### config.mk
export PLATFORM = sky130hd
export DESIGN_NAME = uart_tx_cfg
export DESIGN_NICKNAME = d
export VERILOG_FILES = /design/src/rtl/uart_pkg.sv /design/src/rtl/uart_baud_gen.sv /design/src/rtl/uart_tx_cfg.sv
export SDC_FILE = /design/constraint.sdc
export NUM_CORES = 1
export LEC_CHECK = 0
export CAP_MARGIN = 20
export CORE_MARGIN = 1
export CORE_UTILIZATION = 30
export CTS_BUF_LIST = sky130_fd_sc_hd__clkbuf_16
export DETAILED_ROUTE_END_ITERATION = 10
export DONT_BUFFER_PORTS = 1
export SYNTH_ARGS = -nofsm -noshare
export SYNTH_HDL_FRONTEND = slang
export SYNTH_SLANG_ARGS = --single-unit
### constraint.sdc
create_clock -name clk -period 3.2 [get_ports clk]
set_input_delay 0.16 -clock clk [delete_from_list [all_inputs] [get_ports clk]]
set_output_delay 0.16 -clock clk [all_outputs]
set_load 0.02 [all_outputs]
### src/rtl/uart_pkg.sv
// Shared definitions for the configurable UART transmitter:
// parity modes, shifter state encoding and the default divisor.
package uart_pkg;

    localparam logic [1:0] PAR_NONE = 2'b00;
    localparam logic [1:0] PAR_EVEN = 2'b01;
    localparam logic [1:0] PAR_ODD  = 2'b10;

    localparam int BAUD_DIV_4800_50M = 10416;

    typedef enum logic [2:0] {
        S_IDLE,
        S_START,
        S_DATA,
        S_PARITY,
        S_STOP1,
        S_STOP2
    } tx_state_e;

    function automatic logic par_enabled(input logic [1:0] mode);
        return (mode == PAR_EVEN) || (mode == PAR_ODD);
    endfunction

endpackage

### src/rtl/uart_baud_gen.sv
// Bit-period generator: ticks every max(div,1)+1 cycles,
// restartable so each frame begins on a fresh count.
module uart_baud_gen #(
    parameter int DIV_W = 16
) (
    input  logic             clk,
    input  logic             rst,
    input  logic             restart,
    input  logic [DIV_W-1:0] div,
    output logic             tick
);

    logic [DIV_W-1:0] cnt_q;
    logic [DIV_W-1:0] cnt_d;
    logic [DIV_W-1:0] div_eff;

    always_comb begin
        // A zero divisor would give 1-cycle bits; clamp to 2.
        div_eff = (div == '0) ? DIV_W'(1) : div;
        tick    = (cnt_q == div_eff);
        cnt_d   = cnt_q + DIV_W'(1);
        if (restart || tick) begin
            cnt_d = '0;
        end
    end

    always_ff @(posedge clk or negedge rst) begin
        if (!rst) begin
            cnt_q <= '0;
        end else begin
            cnt_q <= cnt_d;
        end
    end

endmodule

### src/rtl/uart_tx_cfg.sv
// UART transmitter with run-time divisor, parity and stop-bit
// selection, and a one-entry holding buffer for gapless frames.
module uart_tx_cfg
    import uart_pkg::*;
#(
    parameter int   DATA_BITS  = 8,
    parameter int   DIV_W      = 16,
    parameter logic IDLE_LEVEL = 1'b1
) (
    input  logic                 clk,
    input  logic                 rst,
    input  logic [DIV_W-1:0]     baud_div,
    input  logic [1:0]           parity_mode,
    input  logic                 stop2,
    input  logic                 tx_en,
    input  logic [DATA_BITS-1:0] in_data,
    input  logic                 in_valid,
    output logic                 in_ready,
    output logic                 busy,
    output logic                 frame_done,
    output logic                 tx
);

    localparam logic [3:0] LAST_BIT = 4'(DATA_BITS - 1);

    tx_state_e            state_q, state_d;
    logic [DATA_BITS-1:0] buf_q, buf_d;
    logic [DATA_BITS-1:0] sh_q, sh_d;
    logic                 buf_full_q, buf_full_d;
    logic [3:0]           bit_q, bit_d;
    logic [DIV_W-1:0]     div_q, div_d;
    logic [1:0]           pmode_q, pmode_d;
    logic                 stop2_q, stop2_d;
    logic                 par_q, par_d;
    logic                 tx_q, tx_d;

    logic tick;
    logic restart;
    logic accept;
    logic last_stop;
    logic start_ok;

    uart_baud_gen #(
        .DIV_W(DIV_W)
    ) u_baud (
        .clk     (clk),
        .rst     (rst),
        .restart (restart),
        .div     (div_q),
        .tick    (tick)
    );

    assign accept    = in_valid && !buf_full_q;
    assign last_stop = tick
                     && ((state_q == S_STOP1 && !stop2_q)
                     ||  (state_q == S_STOP2));
    assign start_ok  = buf_full_q && tx_en
                     && ((state_q == S_IDLE) || last_stop);

    assign in_ready   = !buf_full_q;
    assign busy       = (state_q != S_IDLE);
    assign frame_done = last_stop;
    assign tx         = tx_q;

    always_comb begin
        state_d    = state_q;
        buf_d      = buf_q;
        buf_full_d = buf_full_q;
        sh_d       = sh_q;
        bit_d      = bit_q;
        div_d      = div_q;
        pmode_d    = pmode_q;
        stop2_d    = stop2_q;
        par_d      = par_q;
        tx_d       = tx_q;
        restart    = 1'b0;

        if (accept) begin
            buf_d      = in_data;
            buf_full_d = 1'b1;
        end

        unique case (state_q)
            S_IDLE: begin
            end
            S_START: begin
                if (tick) begin
                    state_d = S_DATA;
                    tx_d    = sh_q[0];
                    bit_d   = '0;
                end
            end
            S_DATA: begin
                if (tick) begin
                    if (bit_q == LAST_BIT) begin
                        if (par_enabled(pmode_q)) begin
                            state_d = S_PARITY;
                            tx_d    = par_q;
                        end else begin
                            state_d = S_STOP1;
                            tx_d    = IDLE_LEVEL;
                        end
                    end else begin
                        sh_d  = {1'b0, sh_q[DATA_BITS-1:1]};
                        tx_d  = sh_q[1];
                        bit_d = bit_q + 4'd1;
                    end
                end
            end
            S_PARITY: begin
                if (tick) begin
                    state_d = S_STOP1;
                    tx_d    = IDLE_LEVEL;
                end
            end
            S_STOP1: begin
                if (tick && stop2_q) begin
                    state_d = S_STOP2;
                end
            end
            S_STOP2: begin
            end
            default: begin
                state_d = S_IDLE;
            end
        endcase

        if (last_stop) begin
            state_d = S_IDLE;
            tx_d    = IDLE_LEVEL;
        end

        // Frame config is sampled only here, so mid-frame
        // changes apply to the next frame.
        if (start_ok) begin
            state_d    = S_START;
            tx_d       = ~IDLE_LEVEL;
            sh_d       = buf_q;
            par_d      = (^buf_q) ^ (parity_mode == PAR_ODD);
            div_d      = baud_div;
            pmode_d    = parity_mode;
            stop2_d    = stop2;
            buf_full_d = 1'b0;
            restart    = 1'b1;
        end
    end

    always_ff @(posedge clk or negedge rst) begin
        if (!rst) begin
            state_q    <= S_IDLE;
            buf_q      <= '0;
            buf_full_q <= 1'b0;
            sh_q       <= '0;
            bit_q      <= '0;
            div_q      <= '0;
            pmode_q    <= PAR_NONE;
            stop2_q    <= 1'b0;
            par_q      <= 1'b0;
            tx_q       <= IDLE_LEVEL;
        end else begin
            state_q    <= state_d;
            buf_q      <= buf_d;
            buf_full_q <= buf_full_d;
            sh_q       <= sh_d;
            bit_q      <= bit_d;
            div_q      <= div_d;
            pmode_q    <= pmode_d;
            stop2_q    <= stop2_d;
            par_q      <= par_d;
            tx_q       <= tx_d;
        end
    end

endmodule
; ---- After elaboration in Yosys (flattened, before gate mapping)
; Cells that the tools add are included.
[word_totals]
ff_bits = 61
wordCells = 90
out_inout_bits = 4
[op_classes]
bitwise = 1
n_addsub = 2
eq_ne = 20
n_reduce_logical = 26
mux = 30
[op_table]
columns = cell, count
row1 = $mux 16, 2
row2 = $mux 8, 4
row3 = $mux 3, 8
row4 = $add 16x1->16 const B, 1
row5 = $eq 16x16->1, 1
row6 = $logic_not 16->1, 1
row7 = $ne 4x4->1 const B, 4
row8 = $pmux 3 s5, 1
row9 = $mux 4, 3
row10 = $mux 1, 10
row11 = $ne 2x2->1 const B, 4
row12 = $pmux 4 s2, 1
row13 = $reduce_and 4->1, 2
row14 = $reduce_bool 2->1, 4
row15 = $reduce_xor 8->1, 1
row16 = $eq 3x2->1 const B, 2
row17 = $eq 3x3->1 const B, 2
row18 = $logic_and 1x1->1, 6
row19 = $reduce_and 6->1, 1
row20 = $reduce_bool 5->1, 1
row21 = $add 4x1->4 const B, 1
row22 = $eq 2x2->1 const B, 2
row23 = $eq 4x3->1 const B, 1
row24 = $logic_or 1x1->1, 4
row25 = other kinds (11), 12

; ---- Logic depth before layout (Yosys ltp)
; Gate-level depths: netlist (run 1).
[depth]
word_depth = 9
mapped_depth = 8

; ---- Modules after synthesis
; A second synthesis (run 1) with hierarchy kept.
[hier_totals]
cells_unflattened = 329
hier_area_um2 = 3141.8
[modules_own_cells]
columns = mod, instances, cells_each, area_per_inst_um2, seq_area_each_um2
row1 = uart_tx_cfg, 1, 225, 2087.0, 1127.3
row2 = uart_baud_gen, 1, 104, 1054.8, 400.4

; ---- Least setup slack after synthesis (run 1)
; No wires, ideal clock.
[synth_path]
kind = reg2reg
startpoint = reg u_baud.cnt_q[7]
endpoint = reg sh_q[0]
period_less_slack_ns = 2.281
t_required_ns = 3.075
stages_incl_launch_ff = 7
path_slack_ns = 0.919
n_path_buf = 0
setup_time_ns = 0.125
t_arrival_ns = 2.156
path_cell_list = dfrtp_1 xor2_1 nor4_1 nand4_2 nor3_2 mux2_2 mux2_4
[synth_via]
elab_chain_len = 6
elab_cells_between_ends = 9
classes_between = eq/ne: 2 / mux: 1 / reduce/logical: 6
[synth_lines]
columns = item, line
row1 = "start, declared", uart_baud_gen.sv:13  ; logic [DIV_W-1:0] cnt_q;
row2 = "start signal, assigned", uart_baud_gen.sv:31  ; cnt_q <= cnt_d;
row3 = $eq 16x16->1 *, uart_baud_gen.sv:20  ; tick = (cnt_q == div_eff);
row4 = $logic_and 1x1->1, uart_tx_cfg.sv:55  ; && ((state_q == S_STOP1 && !stop2_q)
row5 = $logic_or 1x1->1, uart_tx_cfg.sv:58  ; && ((state_q == S_IDLE) || last_stop);
row6 = $logic_and 1x1->1, uart_tx_cfg.sv:58
row7 = $ne 2x2->1 (no line) / $reduce_bool 2->1 (equally long branches), --
row8 = $reduce_and 3->1 (no line), --
row9 = "end signal, assigned", uart_tx_cfg.sv:153  ; sh_q <= '0;
row10 = "end signal, assigned", uart_tx_cfg.sv:164  ; sh_q <= sh_d;
row11 = "end, declared", uart_tx_cfg.sv:28  ; logic [DATA_BITS-1:0] sh_q, sh_d;
; Mark *: on every way between the ends. The rest lies on a longest branch, timed or not.
; A chain may end at the register's enable or synchronous reset.

; ---- Worst setup path in the final report (run 1)
[layout_path]
startpoint = reg div_q[8]
endpoint = reg div_q[5]
[layout_via]
elab_chain_len = 6
[layout_lines]
columns = item, line
row1 = "start, declared", uart_tx_cfg.sv:31  ; logic [DIV_W-1:0] div_q, div_d;
row2 = "start signal, assigned", uart_tx_cfg.sv:166  ; div_q <= div_d;
row3 = $logic_not 16->1, uart_baud_gen.sv:19  ; div_eff = (div == '0) ? DIV_W'(1) : div;
row4 = $mux 16 *, uart_baud_gen.sv:19
row5 = $eq 16x16->1 *, uart_baud_gen.sv:20
row6 = $logic_and 1x1->1 *, uart_tx_cfg.sv:55
row7 = $logic_or 1x1->1 *, uart_tx_cfg.sv:58
row8 = $logic_and 1x1->1 *, uart_tx_cfg.sv:58
; Marked as above.

==> flow_metrics.env, run 1 <==
export IMPL_internal_power_mw=2.533
export IMPL_syn2layout_area_growth_pct=24.27
export IMPL_required_ps=3410
export IMPL_insertedDiodeCount=0
export IMPL_avgRoutedWirePerCell_um=14.70
export IMPL_combPwrFrac=0.364
export IMPL_cts_resized=0
export IMPL_fill_cells=1030
export IMPL_die_y_um=105.6
export IMPL_htreeDepth=3
export IMPL_grt_use_total=0.1303
export IMPL_grt_pass1_wl_um=11230
export IMPL_hold_ws_ps=225.4
export IMPL_gr_max_usage_layer="met2"
export IMPL_syn_inst=274
export IMPL_port_buffers=0
export IMPL_outcome="completed"
export IMPL_dieArea_um2=11160
export IMPL_pwr_share_seq=0.362
export IMPL_slowest_stage="dfrtp_1"
export IMPL_cp_end_kind="flop"
export IMPL_critPathMaxFanout=21
export IMPL_die_x_um=105.6
export IMPL_synth_warnings=0
export IMPL_use_met2=0.1969
export IMPL_cts_tree="yes"
export IMPL_p_leak_nw=1.741
export IMPL_setup_violations_final=0
export IMPL_start_kind="flop"
export IMPL_p_switching_mw=1.219
export IMPL_min_period_over_period=0.8496
export IMPL_yosysUniqueCellTypes=45
export IMPL_first_global_vias=2295
export IMPL_grt_ovfl_total=0
export IMPL_clock_sinks=61
export IMPL_final_max_slew_viol_count=0
export IMPL_vias=2178
export IMPL_finalCriticalPeriod_ps=2719
export IMPL_met1_usage=0.1726
export IMPL_max_slew_margin=0.5415
export IMPL_cts_buffers_inserted=9
export IMPL_path_cells="nor4_1 > a41oi_1 > xnor2_2 > or2_1 > o21ai_4 > buf_4 > mux2_4"
export IMPL_initial_core_util=0.3107
export IMPL_p_clk_frac=0.273
export IMPL_cts_hold_buffers=30
export IMPL_avgSynthCellArea_um2=11.76
export IMPL_synthesis_nets=307
export IMPL_p_per_area_nw_per_um2=937.0
export IMPL_hp_class="primary input to flop"
export IMPL_drt_iter0_markers=96
export IMPL_hpwl_um=4611
export IMPL_grt_max_degree=62
export IMPL_clock_skew_ps=6.934
export IMPL_postSynth_asyncResetShare=1.000
export IMPL_syn_cell_area_um2=3222
export IMPL_max_cap_violations=0
export IMPL_max_freq_mhz=367.8
export IMPL_synth_edf_count=0
export IMPL_worstPathArrival_ps=2930
export IMPL_antenna_left=0
export IMPL_final_nets=345
export IMPL_fin_setup_tns_ps=0
export IMPL_cts_clk_slew_worst_paths_ps=60
export IMPL_synth_seq_area_share=0.4742
export IMPL_io_pin_count=35
export IMPL_drt_pass1_iter_count=4
export IMPL_ys_flop_type="dfrtp_1"
export IMPL_crit_type="flop to flop"
export IMPL_finalWirelength_um=6659
export IMPL_rsz0062_at_grt="no"
export IMPL_grtUsageMet3=0.04143
export IMPL_antenna_found_initial=0
export IMPL_power_share_switching=0.3248
export IMPL_root_buffer="clkbuf_16"
export IMPL_vias_per_cell=4.808
export IMPL_postCtsSetupRepairBufs=0
export IMPL_drc=0
export IMPL_insertion_delay_ps=330
export IMPL_cts_buffer_depth=2
export IMPL_worstMarginPinSlew_ps=686.4
export IMPL_gp_congestion=0.8759
export IMPL_ir_worst_vdd_uv=333.9
export IMPL_hold_viol=0
export IMPL_ys_ff_latch=61
export IMPL_drive_above_1_share=0.2429
export IMPL_cpPeakStageDelay_ps=420
export IMPL_rows=37
export IMPL_core_um2=10370
==> final cells by class <==
cell class | count | area (µm²) | area share
flip-flops and latches | 61 | 1528 | 0.3816
multi-input cells | 201 | 1619 | 0.4044
clock buffers | 9 | 225.2 | 0.05625
well taps | 136 | 170.2 | 0.04250
repair buffers | 35 | 355.3 | 0.08875
inverters | 4 | 15.01 | 0.003750
clock inverters | 7 | 91.34 | 0.02281
==> routing by layer <==
layer	part of all wire	wire (µm)	up-vias
li1	-	-	1034
met1	0.49	3270	1081
met2	0.44	2948	55
met3	0.050	336	8
met4	0.015	103	0
met5	0	0	-
==> cells in the mapped netlist, drive strengths merged, types with 3 or more instances <==
| library cell | n | area share |
|---|---|---|
| nand3 | 5 | 0.0078 |
| clkbuf | 4 | 0.0047 |
| xnor2 | 12 | 0.035 |
| dfrtp | 60 | 0.47 |
| and3 | 7 | 0.015 |
| xor2 | 24 | 0.065 |
| mux2 | 45 | 0.19 |
| inv | 4 | 0.0047 |
| nor2b | 4 | 0.0078 |
| nand4 | 3 | 0.0078 |
| a21oi | 8 | 0.012 |
| o21ai | 10 | 0.019 |
| nor3 | 7 | 0.012 |
| nor2 | 22 | 0.026 |
| o31ai | 3 | 0.0070 |
| or3 | 3 | 0.0058 |
| nor4 | 6 | 0.014 |
| nand2 | 19 | 0.022 |
| buf | 4 | 0.014 |
| nand2b | 3 | 0.0058 |
==> power groups by stage <==
stage               clock network [mW]  registers (mW)  logic (mW)
finish                            1.03            1.36        1.37
detailed placement                   0            1.37        1.31
CTS                               1.04            1.36        1.37
floorplan                            0            1.26        1.19
global route                      1.08            1.40        1.50
global placement                     0            1.37        1.30
==> kinds of logic after synthesis <==
kind of cell	share of synthesized area
buffers and inverters	0.02330
XOR/XNOR	0.1002
flip-flops	0.4742
AND/OR/NAND/NOR	0.1375
adder cells (fa/ha/maj)	0.007766
multiplexers	0.1930
AO/OA/AOI/OAI	0.06408
==> stage by stage <==
| step | setup WS [ps] | util | instance area [µm²] | cells | power, mW |
|---|---|---|---|---|---|
| 6_report | 481.4 | 0.3861 | 4004 | 453 | 3.752 |
| 5_1_grt | 299.0 | 0.3861 | 4004 | 453 | 3.987 |
| 4_1_cts | 472.0 | 0.3861 | 4004 | 453 | 3.775 |
| 3_5_place_dp | 489.4 | 0.3249 | 3369 | 407 | 2.682 |
| 3_3_place_gp | 559.3 | 0.3249 | 3369 | 407 | 2.662 |
| 2_1_floorplan | 918.8 | - | 3222 | 274 | 2.449 |
==> critical path, delay by kind of cell, from the launching register on <==
family          cells  cell delay (ps)
buf+inv             1              370
compound gates      2              430
flops               1              420
xor+xnor            1              250
simple gates        2              780
mux                 1              330
==> flip-flops by register name, indices dropped and copies added, names as in the netlist, 2 cells and up <==
name and count:
div_q 16, u_baud.cnt_q 16, sh_q 8, pmode_q 2, buf_q 8, bit_q 4
state_q 3
==> worst paths after layout <==
path                            slack [ps]     start               end  depth (start not counted)
worst max-delay path                   480  div_q[8]          div_q[5]                          7
worst min-delay path                   230     tx_en   u_baud.cnt_q[1]                          2
worst max register to register         480  div_q[8]          div_q[5]                          7
worst min register to register         470  bit_q[3]          bit_q[3]                          1
max in group asynchronous             2530       rst                tx                          2
min in group asynchronous              350       rst  u_baud.cnt_q[11]                          2
==> cell usage in the layout, fill, tap and decap left out, types with 4 or more instances in the layout <==
master and n:
o21ai_0 8, buf_4 5, dlygate4sd3_1 29, inv_1 5, nand3_1 5, nand2_1 19, xnor2_1 11, mux2_4 28
nor3_1 6, nor2b_1 4, clkbuf_16 9, mux2_2 17, and3_1 4, nor4_1 5, nor2_1 22, xor2_1 24
a21oi_1 8, dfrtp_1 60
No activity file was read; power rests on OpenSTA's default activity.
==> run 2, diff against run 1 <==
clock period = 2.31 ns   (was 3.2 ns; I/O delays follow)
==> run 2 against run 1 <==
  * The flow now finishes with violations (setup timing)
  * Clock power rose by 27%
  * Sequential share of layout area is 2.9 points lower
  * Largest cell class unchanged
  * Worst setup slack worse by 500 ps
  * Clock skew up 1.6 ps
  * Sequential power increased by 37%
  * Critical path depth rose by 2
  * Largest power group unchanged
  * Final cell count is 6.4% higher
  * Sequential cell count stayed put
  * Combinational power is 72% higher
  * Maximum frequency is 17% higher
  * Clock-buffer cell count unchanged
  * Via count is 4.0% higher
==> flow_metrics.env, run 2 (synthesis results as in run 1) <==
export IMPL_critical_path_buf_inv_count=3
export IMPL_p_leak_nw=1.903
export IMPL_grt_max_degree=62
export IMPL_finalCriticalPeriod_ps=2331
export IMPL_grt_use_total=0.1379
export IMPL_gp_congestion=0.7946
export IMPL_htreeDepth=3
export IMPL_syn2layout_area_growth_pct=34.64
export IMPL_r2r_cells=9
export IMPL_r2r_end="div_q[10]"
export IMPL_final_common_cell="dfrtp_1"
export IMPL_cp_end_kind="flop"
export IMPL_max_freq_mhz=429.0
export IMPL_setup_violations_final=4
export IMPL_io_pin_count=35
export IMPL_hold_path_startpoint="tx_en"
export IMPL_rows=37
export IMPL_worstPathArrival_ps=2540
export IMPL_p_per_area_nw_per_um2=1276
export IMPL_final_cell_mix="59 x dfrtp_1, 29 x dlygate4sd3_1, 29 x buf_4"
export IMPL_drt_pass1_iter_count=4
export IMPL_failed_checks="setup timing"
export IMPL_avgRoutedWirePerCell_um=14.60
export IMPL_insertion_delay_ps=330
export IMPL_root_buffer="clkbuf_16"
export IMPL_largestRegisters="div_q x16, u_baud.cnt_q x16"
export IMPL_place_inst=432
export IMPL_rrSetupSlack_ps=-20
export IMPL_cts_clk_slew_worst_paths_ps=50
export IMPL_cts_tree="yes"
export IMPL_worstHoldEndpoint="u_baud.cnt_q[1]"
export IMPL_grt_ovfl_total=0
export IMPL_clock_skew_ps=8.534
export IMPL_hold_depth=2
export IMPL_ir_worst_vdd_uv=524.5
export IMPL_critPathMaxFanout=4
export IMPL_final_setup_worst_slack_ps=-21.25
export IMPL_multi_input_area_um2=1714
export IMPL_antenna_left=0
export IMPL_die_x_um=105.6
export IMPL_drt_iter0_markers=82
export IMPL_dieArea_um2=11160
export IMPL_antenna_found_initial=0
export IMPL_outcome="finished with violations"
export IMPL_die_y_um=105.6
export IMPL_hpwl_um=4860
export IMPL_max_cap_violations=0
export IMPL_grt_pass1_wl_um=11670
export IMPL_path_cells="xor2_1 > nor4_2 > buf_4 > nand4_4 > or2_4 > o21ai_4 > buf_4 > clkbuf_16 > mux2_4"
export IMPL_cts_buffers_inserted=9
export IMPL_crit_family="simple AND/OR/NAND/NOR gates"
export IMPL_r2r_start="div_q[13]"
export IMPL_cpPeakStageDelay_ps=410
export IMPL_fill_cells=980
export IMPL_drive_above_1_share=0.3410
export IMPL_drc=0
export IMPL_vias_per_cell=4.699
export IMPL_max_slew_margin=0.7687
export IMPL_port_buffers=0
export IMPL_first_global_vias=2319
export IMPL_seqCellArea_um2=1529
export IMPL_stdcell_count=482
export IMPL_worstMarginPinSlew_ps=345.6
export IMPL_cts_buffer_depth=2
export IMPL_finalWirelength_um=7037
export IMPL_vias=2265
export IMPL_crit_top_cell="buf_4"
export IMPL_required_ps=2520
export IMPL_fin_setup_tns_ps=-77.80
export IMPL_insertedDiodeCount=0
export IMPL_slowest_stage="dfrtp_1"
export IMPL_start_kind="flop"
export IMPL_crit_type="flop to flop"
export IMPL_rsz0062_at_grt="yes"
export IMPL_min_period_over_period=1.009
export IMPL_hold_viol=0
export IMPL_core_um2=10370
export IMPL_clock_sinks=61
export IMPL_p_total_mw=5.537
export IMPL_hp_class="primary input to flop"
export IMPL_final_max_slew_viol_count=0
export IMPL_initial_core_util=0.3107
export IMPL_final_nets=374
==> run 2: worst max path at each step <==
stage          slack, ps            start  cells after the start         end
5_1_grt             -130         div_q[2]                      9   div_q[10]
3_5_place_dp        -120         div_q[8]                      7    div_q[8]
4_1_cts               -9         div_q[2]                      8  pmode_q[1]
2_1_floorplan         30  u_baud.cnt_q[7]                      6     sh_q[0]
3_3_place_gp         -10         div_q[8]                      7   div_q[11]
6_report             -20        div_q[13]                      9   div_q[10]
==> run 2: worst register-to-register path, delay by kind of cell (launching register included) <==
kind,cells,cell delay [ps]
AO/OA/AOI/OAI,1,210
XOR/XNOR,1,190
buffers and inverters,3,470
flip-flops,1,410
multiplexers,1,290
AND/OR/NAND/NOR,3,650
==> run 2: area by class of cell <==
type	instances	share of cell area
Clock inverter	7	0.01529
Inverter	4	0.003461
Clock buffer	9	0.05192
Sequential cell	61	0.3525
Multi-Input combinational cell	201	0.3952
Timing Repair Buffer	64	0.1425
Tap cell	136	0.03923
==> run 2: routing by layer <==
metal,vias to the layer above,GRT usage,part of all wire
li1,1097,-,-
met1,1092,0.1852,0.50
met2,59,0.2039,0.43
met3,17,0.03525,0.042
met4,0,0.07242,0.029
met5,-,0,0
==> run 2: power breakdown <==
part / internal, mW / switching [mW]
clock: 0.826 / 0.484
sequential: 1.47 / 0.390
combinational: 1.37 / 0.990
total: 3.67 / 1.86
==> run 2: what timing repair did <==
item,in CTS,in global routing
gates resized for setup,7,13
hold buffers,30,0
endpoints found under the setup margin,32,34
hold endpoints to repair,89,0
setup buffers,0,3
gates cloned,0,1
==> run 2: through the flow <==
step / hold slack (ps) / util / cell area, µm² / worst slack (ps)
3_5_place_dp: -178.4 / 0.3442 / 3570 / -120.2
5_1_grt: 224.5 / 0.4183 / 4338 / -135.0
6_report: 206.2 / 0.4183 / 4338 / -21.25
2_1_floorplan: -180.1 / - / 3222 / 28.81
4_1_cts: 192.5 / 0.4066 / 4217 / -8.991
3_3_place_gp: -178.1 / 0.3442 / 3570 / -14.82
==> run 3, diff against run 2 <==
TNS_END_PERCENT = 50   (was unset)
==> run 3 against run 2 <==
  * The run now ends clean
  * Clock skew hardly changed
  * Power is 1.8% lower
  * Sequential cell count stayed put
  * First-iteration DRC count is 43% higher
  * Worst hold slack worse by 2.6 ps
  * Non-clock buffer count is 4 lower
  * Global-route usage stayed put
  * Worst setup slack better by 41 ps
  * Clock-buffer cell count stayed put
  * Critical endpoint is now div_q[4]
  * Largest cell class unchanged
==> flow_metrics.env, run 3 (synthesis results as in run 1) <==
export IMPL_outcome="completed"
export IMPL_worstMarginPinSlew_ps=336.8
export IMPL_path_cells="xor2_1 > nor4_1 > nand4_2 > or2_4 > o21ai_4 > buf_12 > mux2_4"
export IMPL_crit_type="flop to flop"
export IMPL_dieArea_um2=11160
export IMPL_max_slew_margin=0.7746
export IMPL_final_cell_mix="60 x dfrtp_1, 29 x dlygate4sd3_1, 28 x mux2_4"
export IMPL_htreeDepth=3
export IMPL_p_total_mw=5.435
export IMPL_core_um2=10370
export IMPL_vias=2265
export IMPL_die_y_um=105.6
export IMPL_fill_cells=985
export IMPL_required_ps=2520
export IMPL_min_period_over_period=0.9913
export IMPL_fin_setup_tns_ps=0
export IMPL_drt_iter0_markers=117
export IMPL_hold_depth=2
export IMPL_max_cap_violations=0
export IMPL_cts_buffers_inserted=9
export IMPL_p_per_area_nw_per_um2=1273
export IMPL_cpPeakStageDelay_ps=420
export IMPL_p_leak_nw=1.877
export IMPL_clock_skew_ps=8.187
export IMPL_final_common_cell="dfrtp_1"
export IMPL_insertion_delay_ps=330
export IMPL_drc=0
export IMPL_clock_sinks=61
export IMPL_place_inst=432
export IMPL_gp_congestion=0.7946
export IMPL_first_global_vias=2319
export IMPL_insertedDiodeCount=0
export IMPL_drive_above_1_share=0.3275
export IMPL_critPathMaxFanout=21
export IMPL_fin_util=0.4117
export IMPL_postCtsSetupRepairBufs=0
export IMPL_final_max_slew_viol_count=0
export IMPL_cp_end_kind="flop"
export IMPL_hold_viol=0
export IMPL_cts_tree="yes"
export IMPL_slowest_stage="dfrtp_1"
export IMPL_stdcell_count=478
export IMPL_largestRegisters="div_q x16, u_baud.cnt_q x16"
export IMPL_final_nets=370
export IMPL_antenna_left=0
export IMPL_initial_core_util=0.3107
export IMPL_vias_per_cell=4.738
export IMPL_ir_worst_vdd_uv=523.5
export IMPL_grt_use_total=0.1379
export IMPL_rsz0062_at_grt="yes"
export IMPL_grt_pass1_wl_um=11670
export IMPL_avgRoutedWirePerCell_um=14.54
export IMPL_root_buffer="clkbuf_16"
export IMPL_cts_clk_slew_worst_paths_ps=50
export IMPL_io_pin_count=35
export IMPL_grt_ovfl_total=0
export IMPL_port_buffers=0
export IMPL_setup_violations_final=0
export IMPL_die_x_um=105.6
export IMPL_start_kind="flop"
export IMPL_hp_class="primary input to flop"
export IMPL_r2r_cells=7
export IMPL_max_freq_mhz=436.7
export IMPL_worstPathArrival_ps=2500
export IMPL_final_setup_worst_slack_ps=20.18
export IMPL_drt_pass1_iter_count=4
export IMPL_syn2layout_area_growth_pct=32.50
export IMPL_cts_buffer_depth=2
export IMPL_finalWirelength_um=6951
export IMPL_rows=37
export IMPL_grt_max_degree=62
export IMPL_antenna_found_initial=0
export IMPL_finalCriticalPeriod_ps=2290
export IMPL_dp_slack_ps=-120.2
export IMPL_hpwl_um=4860
-- run 3: cell count changes in the layout (fill, tap and decap cells not counted), sizes merged --
cell	delta
buf	-3
clkbuf	-1
-- run 3: layout make-up --
class / count / area, µm² / share of cell area
clock buffers: 9 / 225.2 / 0.05276
clock inverters: 7 / 66.31 / 0.01553
inverters: 4 / 15.01 / 0.003517
multi-input cells: 201 / 1702 / 0.3986
flip-flops and latches: 61 / 1528 / 0.3579
well taps: 136 / 170.2 / 0.03986
repair buffers: 60 / 563.0 / 0.1319
-- run 3: through the flow --
stage | hold slack, ps | cell area (µm²)
3_3_place_gp | -178.1 | 3570
4_1_cts | 192.5 | 4217
6_report | 203.6 | 4269
2_1_floorplan | -180.1 | 3222
3_5_place_dp | -178.4 | 3570
5_1_grt | 224.5 | 4269
-- run 3: metal layers --
layer | vias up | track usage | routed length (µm) | share of wire
met3 | 15 | 0.03525 | 307 | 0.044
met5 | - | 0 | 0 | 0
met4 | 0 | 0.07242 | 168 | 0.024
li1 | 1093 | - | - | -
met2 | 57 | 0.2039 | 3018 | 0.43
met1 | 1100 | 0.1852 | 3455 | 0.50
-- run 3: power by group --
group          internal, mW  switching, mW  total [mW]  leakage [nW]
logic                  1.31          0.950        2.26         0.983
registers              1.47          0.391        1.86         0.757
clock network         0.826          0.485        1.31         0.136
-- run 3: final timing paths --
path                            from          endpoint  slack, ps
max                        div_q[11]          div_q[4]         20
min                            tx_en   u_baud.cnt_q[1]        200
max reg2reg                div_q[11]          div_q[4]         20
min reg2reg                 bit_q[2]          bit_q[2]        500
max in group asynchronous        rst                tx       1700
min in group asynchronous        rst  u_baud.cnt_q[11]        300
-- run 3: worst max-delay path, delay by kind of cell, from the launching register on --
| family | cells | cell delay (ps) |
|---|---|---|
| buffers and inverters | 1 | 220 |
| multiplexers | 1 | 310 |
| XOR/XNOR | 1 | 180 |
| AND/OR/NAND/NOR | 3 | 820 |
| AO/OA/AOI/OAI | 1 | 190 |
| flip-flops | 1 | 420 |
-- run 3: what timing repair did --
action,4_1_cts,5_1_grt
hold buffers,30,0
resized for setup,7,8
endpoints found under the setup margin,32,34
hold endpoints to repair,89,0
